===== src/rtl/piso_shift_tx.sv =====
// -----------------------------------------------------------------------------
// piso_shift_tx
//
// Parallel-in / serial-out shift transmitter. A word of N bits is accepted
// through a valid/ready load handshake and shifted out MSB-first, one bit
// per `en` strobe. Bits leave in the order a matching serial-in/parallel-out
// chain driven by the same `en` needs, so that chain's parallel output
// equals the loaded word once the frame is complete.
//
// Ports
//   clk         in   rising-edge clock
//   rst         in   asynchronous reset, active low
//   clr         in   synchronous clear, active high; dominates load and en
//   en          in   shift strobe; one bit consumed per high cycle in a frame
//   load_valid  in   producer offers `data_in`
//   load_ready  out  transmitter can take a word this cycle
//   data_in     in   [N-1:0] word, sampled only on a handshake
//   serial_out  out  current bit (registered, always sr[N-1])
//   frame       out  high while serial_out carries a valid bit
//   done        out  one-cycle pulse after the last bit of a frame is consumed
//   fsm_state   out  debug view of the FSM state (0 = IDLE, 1 = SHIFT)
//
// Handshake: a word is transferred on a rising edge where load_valid and
// load_ready are both high. load_valid may be raised at any time and the
// producer holds data_in until the transfer edge; load_ready never depends
// on load_valid. load_ready is high in IDLE, and also in SHIFT during the
// cycle whose `en` consumes the last bit, which lets the next word follow
// with no gap bit.
// -----------------------------------------------------------------------------
module piso_shift_tx #(
  parameter int N = 8
) (
  input  logic         clk,
  input  logic         rst,
  input  logic         clr,
  input  logic         en,
  input  logic         load_valid,
  output logic         load_ready,
  input  logic [N-1:0] data_in,
  output logic         serial_out,
  output logic         frame,
  output logic         done,
  output logic [0:0]   fsm_state
);

  localparam int CW = (N > 1) ? $clog2(N) : 1;
  localparam logic [CW-1:0] LAST = CW'(N - 1);

  localparam logic [0:0] IDLE  = 1'b0;
  localparam logic [0:0] SHIFT = 1'b1;

  logic [0:0]   state;
  logic [N-1:0] sr;
  logic [CW-1:0] cnt;
  logic         last_bit;
  logic         load_fire;

  // The en strobe of the final bit of the current frame.
  assign last_bit   = (state == SHIFT) && (cnt == LAST) && en;
  assign load_ready = (state == IDLE) || last_bit;
  assign load_fire  = load_valid && load_ready;

  assign serial_out = sr[N-1];
  assign frame      = (state == SHIFT);
  assign fsm_state  = state;

  always_ff @(posedge clk or negedge rst) begin
    if (!rst) begin
      state <= IDLE;
      sr    <= '0;
      cnt   <= '0;
      done  <= 1'b0;
    end else if (clr) begin
      // Abort: any frame in progress is dropped without a done pulse and a
      // coincident handshake is discarded.
      state <= IDLE;
      sr    <= '0;
      cnt   <= '0;
      done  <= 1'b0;
    end else begin
      done <= 1'b0;
      case (state)
        IDLE: begin
          // en is ignored while idle.
          if (load_fire) begin
            sr    <= data_in;
            cnt   <= '0;
            state <= SHIFT;
          end
        end
        SHIFT: begin
          if (en) begin
            if (cnt == LAST) begin
              done <= 1'b1;
              if (load_fire) begin
                // Back-to-back: next word's MSB appears right after the
                // last bit of this one.
                sr  <= data_in;
                cnt <= '0;
              end else begin
                sr    <= '0;
                cnt   <= '0;
                state <= IDLE;
              end
            end else begin
              // A plain shift keeps N=1 legal (the result is simply zero).
              sr  <= sr << 1;
              cnt <= cnt + 1'b1;
            end
          end
        end
        default: begin
          state <= IDLE;
          sr    <= '0;
          cnt   <= '0;
        end
      endcase
    end
  end

endmodule


===== config.mk =====
export PLATFORM = sky130hd
export DESIGN_NAME = piso_shift_tx
export DESIGN_NICKNAME = d
export VERILOG_FILES = /design/src/rtl/piso_shift_tx.sv
export SDC_FILE = /design/constraint.sdc
export NUM_CORES = 1
export LEC_CHECK = 0
export ABC_AREA = 0
export ABC_CLOCK_PERIOD_IN_PS = 2500
export BUFFER_PORTS_ARGS = -buffer_cell sky130_fd_sc_hd__buf_2
export CORE_MARGIN = 1.5
export CORE_UTILIZATION = 42
export CTS_CLUSTER_SIZE = 8
export DETAILED_ROUTE_END_ITERATION = 16
export MAX_ROUTING_LAYER = met4
export PLACE_DENSITY = 0.67
export SLEW_MARGIN = 10
export SYNTH_ARGS = -nofsm -noshare
export SYNTH_HDL_FRONTEND = slang
export SYNTH_SLANG_ARGS = --single-unit

===== constraint.sdc =====
create_clock -name clk -period 2.5 [get_ports clk]
set_input_delay 0.5 -clock clk [delete_from_list [all_inputs] [get_ports clk]]
set_output_delay 0.5 -clock clk [all_outputs]
set_load 0.02 [all_outputs]

* Yosys cells after proc, flatten, opt, wreduce, memory -nomap -nowiden
Cells that the tools add are included.
** Word-level totals
- Output and inout port bits :: 5
- Flip-flop bits (word level) :: 13
- Input port bits :: 13
- Word-level logic and storage cells :: 34
** Cells by class
- Mux-type cells :: 20
- Bitwise gates (word level) :: 1
- Add/subtract/negate cells :: 1
- Reductions and logical operators :: 5
- Equal/unequal tests :: 3
** Operators by type and width (number)
- 2-to-1 mux 8 bit :: 5
- one-hot mux 8 bit (2 select lines) :: 1
- 2-to-1 mux 3 bit :: 4
- 2-to-1 mux 1 bit :: 8
- != test 3 bit, second input constant :: 2
- one-hot mux 3 bit (2 select lines) :: 1
- adder 3 x 1 -> 3 bit, second input constant :: 1
- equality test 3 bit, second input constant :: 1
- logical AND 1 bit :: 3
- one-hot mux 1 bit (2 select lines) :: 1
- AND reduction 2 bit :: 1
- logical OR 1 bit :: 1
- NOT 1 bit :: 1

* Depth between registers and ports, before layout
Gate-level depths: netlist of the first run.
- Depth in word-level cells :: 10
- Gate-level depth with buffers :: 5
- Mapped depth without buffers :: 5

* Worst setup path after synthesis of the first run
No wires, ideal clock.
- Path kind :: register to output
- Start :: register cnt[0]
- End :: output port load_ready
- Data required time :: 2000 ps
- Data arrival time :: 1113 ps
- Setup slack :: 887 ps
- Cell stages (with the launch flop) :: 5
- Path buffers :: 0
- Cells stage by stage :: dfrtp_1 > ha_1 > ha_1 > a21boi_4 > inv_1
** Between the ends
- Longest elaborated chain between the ends :: 4
** RTL lines
- from (decl) :: line 54 : logic [CW-1:0] cnt;
- from (signal assigned) :: line 108 : cnt <= cnt + 1'b1;
- equality test 3 bit :: line 59 : assign last_bit = (state == SHIFT) && (cnt == LAST) && en;
- logical AND 1 bit (2 in a row) :: line 59
- logical OR 1 bit :: line 60 : assign load_ready = (state == IDLE) || last_bit;
- to (decl) :: line 38 : output logic load_ready,
Every way passes these cells.

* Worst setup path after layout of the first run
Ends and elaborated chain as after synthesis.

==> results of run 1 <==
cells by family (layout without fill, tap and decap cells):
logic type               Yosys count  count (layout)
AO/OA/AOI/OAI                     11              11
adder cells (fa/ha/maj)            2               2
buffers and inverters              4              22
flip-flops                        13              13
multiplexers                       3               3
AND/OR/NAND/NOR                   16              16
routing by layer:
metal	up-vias	routed length, um	global-route usage
met2	13	528	0.240
met5	-	0	-
met3	2	76	0.0690
met4	0	14	0.0750
li1	226	-	-
met1	217	524	0.171
Yosys cell counts, drive strengths merged:
master	number	area, um^2
dfrtp	13	325
inv	1	3.75
buf	3	26.3
mux2i	1	10.0
nand2	1	3.75
nor3b	9	78.8
a221o	7	77.6
mux2	2	26.3
a22o	1	8.76
a32oi	2	17.5
ha	2	25.0
nor3	1	16.3
nor2	5	18.8
a21boi	1	18.8
worst max-delay path, stage by stage (launching register included):
cell      delay (ns)
dfrtp_1         0.39
ha_1            0.21
ha_1            0.25
a21boi_4        0.20
inv_1           0.05
buf_2           0.15
flip-flops by register name, summed over array words and instances (netlist names):
signal / flops
cnt: 3
done: 1
frame: 1
sr: 8
power groups by stage:
stage | Sequential [mW] | Combinational [mW] | Clock (mW)
detailed placement | 0.231 | 0.0627 | 0
global route | 0.229 | 0.0682 | 0.149
finish | 0.227 | 0.0621 | 0.128
floorplan | 0.231 | 0.0401 | 0
CTS | 0.227 | 0.0627 | 0.136
global placement | 0.231 | 0.0625 | 0
stage by stage:
stage	area [um^2]	total power, mW	hold WS (ns)	cells	setup WS [ns]
after floorplan	657	0.271	0.204	49	0.887
after global placement	736	0.294	0.409	79	0.797
after detailed placement	736	0.294	0.404	79	0.773
after CTS	762	0.426	0.0945	83	0.459
after global routing	762	0.446	0.0984	83	0.387
final	762	0.418	0.0957	83	0.475
cells in the final DEF (no fill, tap or decap), types with 2 or more instances in the layout:
cell type	synthesis	layout
a221o_2	6	6
a32oi_1	2	2
buf_2	0	17
clkbuf_4	0	3
dfrtp_1	13	13
ha_1	2	2
nor2_1	5	5
nor3b_1	8	8
area by class of cell:
type	instances	area, um^2
multi-input combinational	32	302
clock buffer	4	26.3
sequential	13	325
timing repair buffer	17	85.1
fill	129	727
inverter	1	3.75
tap	16	20.0
path summary, 6_finish.rpt:
path                                    start                 to  slack [ns]  cells after the start
min in group clk                   data_in[6]  sr[6]$_DFFE_PN0P_        0.45                      2
max in group asynchronous                 rst  sr[2]$_DFFE_PN0P_        2.17                      1
max reg2reg                cnt[0]$_DFFE_PN0P_  sr[4]$_DFFE_PN0P_        0.89                      5
min                                       rst     done$_DFF_PN0_         0.1                      1
min reg2reg                 sr[3]$_DFFE_PN0P_  sr[4]$_DFFE_PN0P_        0.51                      1
max                        cnt[0]$_DFFE_PN0P_         load_ready        0.47                      5
==> summary.md, run 1 <==
| Metric | Value |
|---|---|
| Number of endpoints with negative hold slack in the final report | `0` |
| Drc violations | `0` |
| Arithmetic-cell share of the synthesized area counting full adders, half adders and majority gates | `0.0381` |
| Type of the setup path with the least slack | `reg2out` |
| Antenna violation net count after detailed routing | `0` |
| Area growth from synthesis to layout | `16.0%` |
| #FFs+latches synth | `13` |
| First-pass GRT wire length | `1940 um` |
| Final period util | `0.810` |
| Clock tree skew after final layout | `0.00610 ns` |
| Nets | `83` |
| Total number of placement rows | `14` |
| Clock sink count | `13` |
| Placeable core region | `1490 um^2` |
| Die X-Extent | `42.5 um` |
| Max-slew violations | `0` |
| Portion of total power attributed to sequential cells | `0.544` |
| Maximum number of pins on one net before global-route repair | `15` |
| Core Util, Final | `0.512` |
| Cell area after synthesis | `657 um^2` |
| Critical Path End Type | `output pin` |
| Drt first pass iters | `3` |
| Post-detailed-route wirelength per cell | `13.8 um` |
| Combinational family with the most area after synthesis | `compound AO/OA/AOI/OAI gates` |
| Global placement routability congestion | `0.685` |
| Number of instances in the synthesized netlist | `49` |
| Worst slew margin | `0.735` |
| Setup violators final | `0` |
| CTS clock-pin slew for the worst setup and hold paths | `0.08 ns` |
| Hold WC Path Type | `in2async` |
| Post-synthesis xor/xnor area fraction | `0` |
| Gr usage total | `0.156` |
| Max-cap check violation count | `0` |
| Height of the die | `42.5 um` |
| Starting density of the core | `0.441` |
| PD cells | `548 nW/um^2` |
| Number of violations reported at the end of detailed-routing iteration 0 | `5` |
| Distinct cells, synth | `18` |
| Min cycle time layout | `2.03 ns` |
| Clock root buffer master | `clkbuf_4` |
| Leakage power of the design | `0.370 nW` |
| Complex-gate fraction of the synthesized area | `0.187` |
| Inserted Diodes | `0` |
| Tightest Pin Transition | `0.397 ns` |
| Proportion of layout cells with a drive suffix above 1 | `0.463` |
| Data arrival time of the critical path | `1.53 ns` |
| IR drop worst, VDD | `325 uV` |
| Initial antenna violation count | `0` |
| Data required time at the worst endpoint | `2.00 ns` |
| Clock network fraction of design power | `0.308` |
| Number of buffers added by the clock tree synthesis step | `3` |
| Number of global-route vias before repair | `457` |
| Net switching power of the design | `0.107 mW` |
| YS warnings | `0` |
| Synthesized area per cell | `13.4 um^2` |
| Critical path fanouts, max | `3` |
| Post-CTS Repair Setup Buffers | `0` |
| Detailed-route vias per instance | `5.52` |
| Switching part of the total | `0.256` |
| Max Clock Freq | `0.494 GHz` |
| I/O Buffers | `17` |
| CTS-repair resized insts | `0` |
| Post-synthesis simple-gate area fraction | `0.179` |
| Via Count | `458` |
| Aggregate routed wire length | `1140 um` |
| Total negative setup slack | `0 ns` |
| Die footprint | `1810 um^2` |
| Syn Nets | `64` |
| Remaining global-route overflow | `0` |
| Internal cell power | `0.311 mW` |
| Hold bufs inserted after CTS | `0` |
| RSZ-0062 raised after global routing | `false` |
| Mux contribution to synthesized area | `0.0552` |
| Clock tree buffer depth | `2` |
| CTS tree | `done` |
| Total I/O pin count | `18` |
| H-tree depth | `1` |
| Source-to-sink clock delay at the later pin of the worst-skew pair | `0.28 ns` |
| Seq/Total Area, Yosys | `0.495` |
| Result of the run | `finished, final reports clean` |
| Sum of net half-perimeters after detailed placement | `832 um` |
| Critical Path Start Type | `flip-flop` |
| Logic pwr share | `0.149` |
Power figures use the tool's default switching activity.
==> inputs of run 2 (changes only) <==
--- a/config.mk
+++ b/config.mk
@@ -6,7 +6,7 @@
 export NUM_CORES = 1
 export LEC_CHECK = 0
 export ABC_AREA = 0
-export ABC_CLOCK_PERIOD_IN_PS = 2500
+export ABC_CLOCK_PERIOD_IN_PS = 2100
 export BUFFER_PORTS_ARGS = -buffer_cell sky130_fd_sc_hd__buf_2
 export CORE_MARGIN = 1.5
 export CORE_UTILIZATION = 42
==> constraint.sdc (replaced) <==
create_clock -name clk -period 2.1 [get_ports clk]
set_input_delay 0.42 -clock clk [delete_from_list [all_inputs] [get_ports clk]]
set_output_delay 0.42 -clock clk [all_outputs]
set_load 0.02 [all_outputs]
==> run 2 against run 1 <==
Against the previous run: wire length is 5.1% higher; via count is 1.5% higher; total power is 20% higher; flip-flop and latch count stayed put; clock-buffer cell count stayed put; cell count stayed put; critical path depth stayed put; core utilization stayed put; die area stayed put; worst setup slack worse by 0.31 ns; critical path type unchanged; largest cell class unchanged; highest routed layer unchanged.
==> summary.md, run 2 (synthesis gave the netlist of run 1 again) <==
| Metric | Value |
|---|---|
| CTS clock-pin slew for the worst setup and hold paths | `0.08 ns` |
| Max Clock Freq | `0.516 GHz` |
| First-pass GRT wire length | `2080 um` |
| Proportion of layout cells with a drive suffix above 1 | `0.463` |
| Gr usage total | `0.163` |
| Clock tree skew after final layout | `0.00798 ns` |
| Standard cell with the maximum stage delay on the critical path | `dfrtp_1` |
| Clock sink count | `13` |
| Clock tree buffer depth | `2` |
| Drc violations | `0` |
| Stage delay of the slowest cell on the critical path | `0.39 ns` |
| Area occupied by multi-input gates | `302 um^2` |
| Number of cells on the worst reg-to-reg path | `5` |
| Area growth from synthesis to layout | `16.0%` |
| Total I/O pin count | `18` |
| Initial antenna violation count | `0` |
| Number of endpoints with negative hold slack in the final report | `0` |
| Hold WC Path Type | `in2async` |
| H-tree depth | `1` |
| Flop-to-flop setup slack | `0.51 ns` |
| Final worst-path setup slack | `0.162 ns` |
| Inserted Diodes | `0` |
| Min cycle time layout | `1.94 ns` |
| Number of flip-flops in the largest register | `8` |
| Max-cap check violation count | `0` |
| Clock root buffer master | `clkbuf_4` |
| Die footprint | `1810 um^2` |
| Antenna violation net count after detailed routing | `0` |
| Clock network fraction of design power | `0.314` |
| Final Instance Count excl. Fillers | `83` |
| RSZ-0062 raised after global routing | `false` |
| Total area of sequential cells | `325 um^2` |
| Starting density of the core | `0.441` |
| Remaining global-route overflow | `0` |
| Critical R2R Launch | `cnt[0]$_DFFE_PN0P_` |
| Total of fill cells in the finished design | `141` |
| Portion of total power attributed to sequential cells | `0.539` |
| Total negative setup slack | `0 ns` |
| PD cells | `659 nW/um^2` |
| Aggregate routed wire length | `1200 um` |
| Top library cells by usage in the layout, fill and taps aside | `buf_2 (17), dfrtp_1 (13), nor3b_1 (8)` |
| Type of the setup path with the least slack | `reg2out` |
| Critical path cell sequence | `ha_1, ha_1, a21boi_4, inv_1, buf_2` |
| Post-CTS Repair Setup Buffers | `0` |
| Tightest Pin Transition | `0.395 ns` |
| Reg with most FFs | `sr` |
| Net switching power of the design | `0.133 mW` |
| Nets | `83` |
| Internal cell power | `0.370 mW` |
| Post-detailed-route wirelength per cell | `14.5 um` |
| Hold bufs inserted after CTS | `0` |
| Sum of net half-perimeters after detailed placement | `889 um` |
| Detailed-route vias per instance | `5.60` |
| Final period util | `0.923` |
| Leakage power of the design | `0.370 nW` |
| Drt first pass iters | `4` |
| Critical path fanouts, max | `3` |
| Total chip power | `0.502 mW` |
| Global placement routability congestion | `0.708` |
| CTS tree | `done` |
| I/O Buffers | `17` |
| IR drop worst, VDD | `356 uV` |
| Library cell appearing most often on the critical path | `ha_1` |
| Via Count | `465` |
| Height of the die | `42.5 um` |
| Most common cell after layout, fill and taps aside | `buf_2` |
| CTS-repair resized insts | `0` |
| Worst slew margin | `0.737` |
| Die X-Extent | `42.5 um` |
| Total number of placement rows | `14` |
| Number of global-route vias before repair | `488` |
| Cell count after placement | `79` |
| Result of the run | `finished, final reports clean` |
| Data arrival time of the critical path | `1.52 ns` |
| Core Util, Final | `0.512` |
| Critical Path Start Type | `flip-flop` |
| Data required time at the worst endpoint | `1.68 ns` |
| Number of violations reported at the end of detailed-routing iteration 0 | `2` |
| Maximum number of pins on one net before global-route repair | `15` |
| R2R Path End | `sr[4]$_DFFE_PN0P_` |
| Placeable core region | `1490 um^2` |
| Number of buffers added by the clock tree synthesis step | `3` |
| Max-slew violations | `0` |
| Area post-placement | `736 um^2` |
| Registers with the highest flip-flop counts | `sr x8, cnt x3` |
| Setup violators final | `0` |
| Logic pwr share | `0.147` |
| Post-placement setup slack | `0.466 ns` |
| Worst hold margin | `0.00618 ns` |
| Finished Cell Area | `762 um^2` |
| Source-to-sink clock delay at the later pin of the worst-skew pair | `0.28 ns` |
| Critical Path End Type | `output pin` |
| Switching part of the total | `0.264` |
run 2: cell counts in the layout (fill, tap and decap cells not counted):
Identical to the previous run, type by type.
run 2: layer usage:
| metal | global-route usage | wire length (um) | up-vias | part of all wire |
|---|---|---|---|---|
| li1 | - | - | 227 | - |
| met1 | 0.182 | 552 | 224 | 0.46 |
| met2 | 0.271 | 577 | 12 | 0.48 |
| met3 | 0.0302 | 50 | 2 | 0.042 |
| met4 | 0.0938 | 21 | 0 | 0.017 |
| met5 | - | 0 | - | 0 |
run 2: how the worst max path moves through the flow:
stage	to	cells after the start	start	slack (ns)
detailed placement	load_ready	5	cnt[0]$_DFFE_PN0P_	0.47
floorplan	load_ready	4	cnt[0]$_DFFE_PN0P_	0.57
global route	load_ready	5	cnt[0]$_DFFE_PN0P_	0.08
finish	load_ready	5	cnt[0]$_DFFE_PN0P_	0.16
CTS	load_ready	5	cnt[0]$_DFFE_PN0P_	0.16
global placement	load_ready	5	cnt[0]$_DFFE_PN0P_	0.48
run 2: final cells by class:
class,instances,share of cell area
Tap cell,16,0.0263
Timing Repair Buffer,17,0.112
Multi-Input combinational cell,32,0.396
Sequential cell,13,0.427
Inverter,1,0.00493
Clock buffer,4,0.0345
run 2: power groups by stage:
| stage | Sequential, mW | Clock [mW] | Combinational, mW |
|---|---|---|---|
| 4_1_cts | 0.271 | 0.160 | 0.0754 |
| 5_1_grt | 0.272 | 0.170 | 0.0817 |
| 3_5_place_dp | 0.276 | 0 | 0.0754 |
| 3_3_place_gp | 0.275 | 0 | 0.0746 |
| 6_report | 0.271 | 0.158 | 0.0739 |
| 2_1_floorplan | 0.275 | 0 | 0.0478 |
run 2: critical path, delay by kind of cell (launching register included):
family | cells | cell delay (ns)
compound gates | 1 | 0.20
fa+ha+maj | 2 | 0.45
flops | 1 | 0.39
buf+inv | 2 | 0.20
